<file path="src/rtl/dpram_arb_pkg.sv">
`default_nettype none
// ============================================================================
// Module   : dpram_arb_pkg
// Purpose  : Shared constants for the dual-port RAM port arbiter: the
//            arbitration FSM state encoding and the read-response latency.
// Config   : DPRAM_ARB_RSP_REG_EN -- when defined, adds one output register
//            stage to the read response (latency 2 instead of 1).
// Revision : 1.0 - initial release
// ============================================================================
package dpram_arb_pkg;

    // Arbitration FSM encoding
    localparam int                   c_STATE_W   = 1;
    localparam logic [c_STATE_W-1:0] c_ST_IDLE   = 1'b0;  // free round-robin arbitration
    localparam logic [c_STATE_W-1:0] c_ST_LOCKED = 1'b1;  // grant pinned to the lock owner

    // Cycles from a transferred read beat to its rsp_valid strobe.
    // The RAM itself contributes one cycle; the optional stage adds one more.
`ifdef DPRAM_ARB_RSP_REG_EN
    localparam int c_RSP_LAT = 2;
`else
    localparam int c_RSP_LAT = 1;
`endif

endpackage
`default_nettype wire

</file>
<file path="src/rtl/dpram_port_arbiter_rr.sv">
`default_nettype none
// ============================================================================
// Module   : rr_arbiter
// Purpose  : Combinational round-robin selector. Searches the request vector
//            starting one past the last granted index, wrapping modulo
//            NUM_REQ, and returns a one-hot grant (all zero if no request).
// Ports    : i_req        - request vector
//            i_last_grant - index of the most recently granted requester
//            o_grant      - one-hot grant
// Revision : 1.0 - initial release
// ============================================================================
module rr_arbiter #(
    parameter int NUM_REQ = 3,
    parameter int IDX_W   = $clog2(NUM_REQ)
) (
    input  logic [NUM_REQ-1:0] i_req,
    input  logic [IDX_W-1:0]   i_last_grant,
    output logic [NUM_REQ-1:0] o_grant
);

    logic [IDX_W-1:0] w_idx;
    logic             w_found;

    always_comb begin
        o_grant = '0;
        w_found = 1'b0;
        w_idx   = '0;
        for (int k = 1; k <= NUM_REQ; k++) begin
            w_idx = IDX_W'((int'(i_last_grant) + k) % NUM_REQ);
            if (!w_found && i_req[w_idx]) begin
                o_grant[w_idx] = 1'b1;
                w_found        = 1'b1;
            end
        end
    end

endmodule
`default_nettype wire

</file>
<file path="src/rtl/dpram_port_arbiter.sv">
`default_nettype none
// ============================================================================
// Module   : dpram_port_arbiter
// Purpose  : Shares one port of a dual-port RAM among NUM_REQ requesters.
//            One beat per cycle, round-robin selection, optional lock that
//            pins the grant to one requester across beats, and read
//            responses tagged back to the issuing requester.
// Ports    : clk, reset (async, active high)
//            req_valid/req_ready/req_we/req_lock  - per-requester handshake
//            req_addr/req_byteen/req_wdata        - packed per-requester fields
//            rsp_valid (per requester), rsp_rdata (shared)
//            ram_address/ram_wren/ram_byteen/ram_data -> RAM port, ram_out <- RAM
// Config   : DPRAM_ARB_RSP_REG_EN -- registers rsp_valid/rsp_rdata one extra
//            stage (read latency 2); default read latency is 1.
// Revision : 1.0 - initial release
// ============================================================================
module dpram_port_arbiter
    import dpram_arb_pkg::*;
#(
    parameter int NUM_REQ = 3,
    parameter int AWIDTH  = 10,
    parameter int DWIDTH  = 32
) (
    input  logic                          clk,
    input  logic                          reset,
    input  logic [NUM_REQ-1:0]            req_valid,
    output logic [NUM_REQ-1:0]            req_ready,
    input  logic [NUM_REQ-1:0]            req_we,
    input  logic [NUM_REQ-1:0]            req_lock,
    input  logic [NUM_REQ*AWIDTH-1:0]     req_addr,
    input  logic [NUM_REQ*DWIDTH/8-1:0]   req_byteen,
    input  logic [NUM_REQ*DWIDTH-1:0]     req_wdata,
    output logic [NUM_REQ-1:0]            rsp_valid,
    output logic [DWIDTH-1:0]             rsp_rdata,
    output logic [AWIDTH-1:0]             ram_address,
    output logic                          ram_wren,
    output logic [DWIDTH/8-1:0]           ram_byteen,
    output logic [DWIDTH-1:0]             ram_data,
    input  logic [DWIDTH-1:0]             ram_out
);

    localparam int c_IDX_W = $clog2(NUM_REQ);
    localparam int c_BW    = DWIDTH / 8;

    logic [c_STATE_W-1:0] r_state;
    logic [c_IDX_W-1:0]   r_lock_owner;
    logic [c_IDX_W-1:0]   r_last_grant;
    logic [NUM_REQ-1:0]   r_rd_tag;       // one-hot owner of the read now leaving the RAM
    logic [DWIDTH-1:0]    r_rdata_hold;   // last delivered read data

    logic [NUM_REQ-1:0]   w_owner_mask;
    logic [NUM_REQ-1:0]   w_req_eff;
    logic [NUM_REQ-1:0]   w_grant;
    logic [c_IDX_W-1:0]   w_gidx;
    logic                 w_fire;
    logic                 w_rd_fire;

    // While locked, everyone but the owner is masked out, so the arbiter
    // either grants the owner or nobody.
    always_comb begin
        w_owner_mask               = '0;
        w_owner_mask[r_lock_owner] = 1'b1;
        w_req_eff                  = req_valid;
        if (r_state == c_ST_LOCKED) begin
            w_req_eff = req_valid & w_owner_mask;
        end
    end

    rr_arbiter #(
        .NUM_REQ (NUM_REQ),
        .IDX_W   (c_IDX_W)
    ) u_rr_arbiter (
        .i_req        (w_req_eff),
        .i_last_grant (r_last_grant),
        .o_grant      (w_grant)
    );

    always_comb begin
        w_gidx = '0;
        for (int i = 0; i < NUM_REQ; i++) begin
            if (w_grant[i]) begin
                w_gidx = c_IDX_W'(i);
            end
        end
    end

    // Grants only ever go to valid requesters, so any ready bit is a beat.
    assign req_ready = reset ? '0 : w_grant;
    assign w_fire    = |req_ready;
    assign w_rd_fire = w_fire & ~req_we[w_gidx];

    assign ram_address = req_addr  [int'(w_gidx)*AWIDTH +: AWIDTH];
    assign ram_byteen  = req_byteen[int'(w_gidx)*c_BW   +: c_BW];
    assign ram_data    = req_wdata [int'(w_gidx)*DWIDTH +: DWIDTH];
    assign ram_wren    = w_fire & req_we[w_gidx];

    always_ff @(posedge clk or posedge reset) begin
        if (reset) begin
            r_state      <= c_ST_IDLE;
            r_lock_owner <= '0;
            r_last_grant <= c_IDX_W'(NUM_REQ - 1);
            r_rd_tag     <= '0;
            r_rdata_hold <= '0;
        end else begin
            r_rd_tag <= w_rd_fire ? w_grant : '0;
            if (|r_rd_tag) begin
                r_rdata_hold <= ram_out;
            end
            if (w_fire) begin
                r_last_grant <= w_gidx;
                case (r_state)
                    c_ST_IDLE: begin
                        if (req_lock[w_gidx]) begin
                            r_state      <= c_ST_LOCKED;
                            r_lock_owner <= w_gidx;
                        end
                    end
                    c_ST_LOCKED: begin
                        if (!req_lock[w_gidx]) begin
                            r_state <= c_ST_IDLE;
                        end
                    end
                    default: r_state <= c_ST_IDLE;
                endcase
            end
        end
    end

    if (c_RSP_LAT > 1) begin : g_rsp_reg
        // Extra stage: the hold register already captures ram_out on the
        // edge where the registered strobe rises, so it doubles as the
        // output data register.
        logic [NUM_REQ-1:0] r_rsp_valid;

        always_ff @(posedge clk or posedge reset) begin
            if (reset) begin
                r_rsp_valid <= '0;
            end else begin
                r_rsp_valid <= r_rd_tag;
            end
        end

        assign rsp_valid = r_rsp_valid;
        assign rsp_rdata = r_rdata_hold;
    end else begin : g_rsp_comb
        // RAM output passes straight through during the strobe and the
        // held copy keeps the bus steady between responses.
        assign rsp_valid = r_rd_tag;
        assign rsp_rdata = (|r_rd_tag) ? ram_out : r_rdata_hold;
    end

endmodule
`default_nettype wire

</file>
<file path="config.mk">
export PLATFORM = sky130hd
export DESIGN_NAME = dpram_port_arbiter
export DESIGN_NICKNAME = d
export VERILOG_FILES = /design/src/rtl/dpram_arb_pkg.sv /design/src/rtl/dpram_port_arbiter_rr.sv /design/src/rtl/dpram_port_arbiter.sv
export SDC_FILE = /design/constraint.sdc
export NUM_CORES = 1
export LEC_CHECK = 0
export CORE_AREA = 2 2 125 78
export CTS_CLUSTER_DIAMETER = 30
export DETAILED_ROUTE_END_ITERATION = 8
export DIE_AREA = 0 0 127 80
export PLACE_DENSITY = 0.86
export SLEW_MARGIN = 15
export SYNTH_ARGS = -nofsm -noshare
export SYNTH_HDL_FRONTEND = slang
export SYNTH_SLANG_ARGS = --single-unit
</file>
<file path="constraint.sdc">
create_clock -name clk -period 4.6 [get_ports clk]
set_input_delay 0.92 -clock clk [delete_from_list [all_inputs] [get_ports clk]]
set_output_delay 0.92 -clock clk [all_outputs]
set_load 0.03 [all_outputs]
</file>
==> impl_summary.txt <==
----------------------------------------------------
[Run status]
  Run status ... complete, no violations

[Synthesis]
  Synthesis Warnings ... 0
  Flip-flop and latch count after synthesis ... 40
  Unique cell type count in the Yosys netlist ... ~60
  Cell area after technology mapping ... between 3000 and 4000 µm²
  Number of enable-type register cells in the synthesized netlist ... 0
  Portion of the post-synthesis area used by sequential elements ... approximately a third
  Fraction of synthesis flops using an asynchronous set or reset pin ... 100%
  Syn nets ... a little over 500
  Post-synth top flop ... sky130_fd_sc_hd__dfrtp_1
  Count of mapped cells out of synthesis ... roughly 330
  Avg Inst Size Synth ... 9.35 µm²

[Clocking]
  Number of buffers added by the clock tree synthesis step ... 5
  Hold buffers post-CTS ... 0
  Worst-skew pair later-pin latency ... approximately 0.28 ns
  H-tree depth ... 2
  CTS Root Cell ... sky130_fd_sc_hd__clkbuf_16
  Clock-pin transition on the worst setup and hold timing paths ... approximately 0.060 ns
  Clock sink count ... 40
  CTS tree ... built
  CTS Buffer Depth ... 2

[Critical path]
  CP Class ... input port to output pin
  Worst Setup Start Kind ... input port
  Data arrival time of the critical path ... between 3 and 4 ns
  Origin of the worst setup path ... req_valid[2]
  Endpoint type of the worst setup path ... output pin
  Endpoint of the worst register-to-register path ... r_state$_DFFE_PP0P_
  Cell-by-cell trace of the critical path ... clkdlybuf4s50_1 -> mux2_2 -> a211oi_4 -> a21oi_2 -> nor4b_4 -> nor2_4 -> buf_4 -> buf_12 -> mux2i_1 -> o21ai_0 -> buf_4
  Minimum setup slack among reg-to-reg paths ... roughly 1.6 ns
  Biggest fanout along the worst timing path ... 20
  Worst reg2reg startpoint ... r_last_grant[1]$_DFFE_PP1P_
  Crit path required time ... ~3.7 ns
  CP max stage delay ... ~0.48 ns
  Capture point of the worst path ... ram_address[1]
  Logic depth of the worst register-to-register path ... 10
  Critical-path cell with the highest stage delay ... sky130_fd_sc_hd__clkdlybuf4s50_1
  Library cell appearing most often on the critical path ... sky130_fd_sc_hd__buf_4

[Global route]
  First-pass GRT wire length ... 19900 µm
  GRT Overall Usage ... between 20% and 30%
  Overall overflow remaining after global route ... 0
  Via count of the first global-routing pass ... around 3700
  Number of antenna violations at the first check in global routing ... 0
  Maximum number of pins on one net before global-route repair ... 60

[Drt]
  First-pass DRT Iterations ... 5
  Post-detailed-route via-to-cell ratio ... roughly 5
  Number of nets still failing antenna checks after routing ... 0
  Starting DRC count in detailed routing ... between 150 and 200
  Routed length per instance ... about 19 µm
  Detailed Route WL ... about 14000 µm
  Remaining design rule violation count ... 0
  Number of vias after detailed routing ... between 3000 and 4000

[Die]
  Ports ... approximately 270
  Die outline area ... around 10000 µm²
  Standard-cell row count ... 27
  Area inside the core boundary ... 8990 µm²
  Die boundary width ... about 130 µm
  Die outline height ... 80 µm
  Initial standard-cell utilization of the core ... approximately 34%

[STA]
  Achievable frequency ... about 230 MHz
  Final setup violation count ... 0
  Relative slew slack ... between 60% and 70%
  Final hold violation count ... 0
  Final max-slew violation count ... 0
  Final critical-path required period ... 4.44 ns
  Final clock skew ... roughly 0.006 ns
  Ratio of final minimum period to clock period ... a little over nine tenths
  Unrepaired setup endpoints after global routing ... no
  Total Negative Setup Slacks ... 0 ns
  Actual slew at the worst max-slew pin ... a little over 0.5 ns

[Finish]
  Number of nets in the layout ... between 700 and 800
  Total inserted antenna cells ... 0
  Fill cells ... between 700 and 800
  Fraction of final layout cells sized beyond drive strength 1 ... between 20% and 30%
  Layout area overhead ... 95.2%

[Place]
  Last weighted congestion value of the routability-driven placer ... 0.976
  Port Buffers ... between 200 and 300
  Detailed Place HPWL ... ~11000 µm

[Power]
  Peak supply drop ... approximately 0.57 mV
  Total power divided by cell area ... between 800 and 900 nW/µm²
  Overall power of the completed layout ... around 0.0051 W
  Cell leakage power ... about 2.7 nW

[Flow run]
  Max_cap viols ... 0

[Min path]
  Min-Delay Path Class ... register to register
  Hold_sp ... r_rdata_hold[15]$_DFF_PP0_

----------------------------------------------------
-- critical path: cells and delay by family --
kind | cells | cell delay [ns]
buffers and inverters | 4 | 1.02
AO/OA/AOI/OAI | 3 | 0.68
multiplexers | 2 | 0.45
AND/OR/NAND/NOR | 2 | 0.44
-- how the worst min path moves through the flow --
stage / endpoint / slack, ns / cells past startpoint
finish: r_rdata_hold[15]$_DFF_PP0_ / 0.50 / 1
global route: r_rdata_hold[5]$_DFF_PP0_ / 0.51 / 1
CTS: r_rdata_hold[23]$_DFF_PP0_ / 0.50 / 1
detailed placement: r_rdata_hold[23]$_DFF_PP0_ / 0.48 / 1
global placement: r_rdata_hold[11]$_DFF_PP0_ / 0.48 / 1
floorplan: r_last_grant[1]$_DFFE_PP1P_ / 0.53 / 2
-- metrics by stage --
| stage | hold WS [ns] | instances | utilization [%] | instance area, µm² | setup slack, ns |
|---|---|---|---|---|---|
| 2_1_floorplan | 0.531 | 329 | - | 3080 | 0.312 |
| 3_3_place_gp | 0.477 | 699 | 64.9 | 5830 | 0.0401 |
| 3_5_place_dp | 0.483 | 699 | 64.9 | 5830 | -0.0428 |
| 4_1_cts | 0.496 | 707 | 66.5 | 5980 | 0.0316 |
| 5_1_grt | 0.508 | 708 | 66.8 | 6000 | 0.0400 |
| 6_report | 0.495 | 708 | 66.8 | 6000 | 0.160 |
-- cell usage after synthesis, types with 2 or more instances --
library cell / count / area share (%)
sky130_fd_sc_hd__nand2_1: 49 / 6.0
sky130_fd_sc_hd__mux2i_1: 47 / 15
sky130_fd_sc_hd__dfrtp_1: 39 / 32
sky130_fd_sc_hd__mux2_2: 33 / 12
sky130_fd_sc_hd__o21ai_1: 31 / 5.0
sky130_fd_sc_hd__o21ai_0: 18 / 2.9
sky130_fd_sc_hd__buf_2: 11 / 1.8
sky130_fd_sc_hd__clkbuf_1: 10 / 1.2
sky130_fd_sc_hd__nor2_1: 9 / 1.1
sky130_fd_sc_hd__inv_1: 7 / 0.85
sky130_fd_sc_hd__a21oi_1: 6 / 0.98
sky130_fd_sc_hd__buf_6: 4 / 1.5
sky130_fd_sc_hd__ha_1: 4 / 1.6
sky130_fd_sc_hd__and3_1: 3 / 0.61
sky130_fd_sc_hd__nand2b_1: 3 / 0.61
sky130_fd_sc_hd__nand3_1: 3 / 0.49
sky130_fd_sc_hd__nor3_1: 3 / 0.49
sky130_fd_sc_hd__a211oi_1: 2 / 0.49
sky130_fd_sc_hd__and4b_1: 2 / 0.65
sky130_fd_sc_hd__nand3b_1: 2 / 0.49
sky130_fd_sc_hd__nor2b_1: 2 / 0.41
sky130_fd_sc_hd__o21ai_2: 2 / 0.57
sky130_fd_sc_hd__o31ai_1: 2 / 0.49
sky130_fd_sc_hd__or3_1: 2 / 0.41
-- cell families after synthesis --
logic type	after synthesis	synth area share, %
buffers and inverters	33	5.45
adder cells (fa/ha/maj)	4	1.63
flip-flops	40	32.6
multiplexers	81	27.7
AND/OR/NAND/NOR	90	15.4
AO/OA/AOI/OAI	81	17.2
-- flip-flops by register name, indices dropped and copies added (netlist names) --
signal	cells
r_rdata_hold	32
r_lock_owner	2
r_last_grant	2
r_state	1
rsp_valid	3
-- metal layers --
layer / routed length (µm) / track usage, %
met3: 854 / 5.03
met4: 150 / 3.96
met1: 5540 / 31.8
met2: 7010 / 45.7
met5: 0 / 0
-- what timing repair did --
action                     4_1_cts  5_1_grt
gates resized for setup          3        4
setup endpoints to repair        3       34
cloned                           0        0
pin swaps                        0        1
setup buffers                    0        1
-- cell type report --
cell class | count | area (µm²) | share of cell area [%]
repair buffers | 280 | 2740 | 45.7
multi-input cells | 256 | 1940 | 32.2
flip-flops and latches | 40 | 1000 | 16.7
well taps | 116 | 145 | 2.42
clock buffers | 7 | 143 | 2.38
inverters | 8 | 30.0 | 0.500
clock inverters | 1 | 7.51 | 0.125
-- power by group --
part	switching [W]	internal, W
clock network	0.000127	0.000216
logic	0.00243	0.00174
registers	0.0000831	0.000530
-- cell usage in the layout, fill, tap and decap left out, types with 2 or more instances in the layout --
cell type                         Yosys  final
sky130_fd_sc_hd__and4b_1              2      2
sky130_fd_sc_hd__mux2_2              33     33
sky130_fd_sc_hd__or3_1                2      2
sky130_fd_sc_hd__a211oi_1             2      2
sky130_fd_sc_hd__nand2_1             49     49
sky130_fd_sc_hd__ha_1                 4      4
sky130_fd_sc_hd__mux2i_1             47     47
sky130_fd_sc_hd__nand3b_1             2      2
sky130_fd_sc_hd__o21ai_2              2      2
sky130_fd_sc_hd__o32ai_4              1      2
sky130_fd_sc_hd__clkbuf_16            0      5
sky130_fd_sc_hd__buf_4                0     53
sky130_fd_sc_hd__dfrtp_1             39     39
sky130_fd_sc_hd__nor2_1               9      9
sky130_fd_sc_hd__o31ai_1              2      2
sky130_fd_sc_hd__nor3_1               3      2
sky130_fd_sc_hd__nand3_1              3      3
sky130_fd_sc_hd__buf_12               0      7
sky130_fd_sc_hd__and3_1               3      3
sky130_fd_sc_hd__dlygate4sd2_1        0      2
sky130_fd_sc_hd__o21ai_1             31     32
sky130_fd_sc_hd__nand2b_1             3      3
sky130_fd_sc_hd__clkdlybuf4s50_1      0    216
sky130_fd_sc_hd__a21oi_1              6      6
sky130_fd_sc_hd__nor2b_1              2      2
sky130_fd_sc_hd__inv_1                7      7
sky130_fd_sc_hd__o21ai_0             18     17
Note: power is estimated with default switching activity, not from simulation.
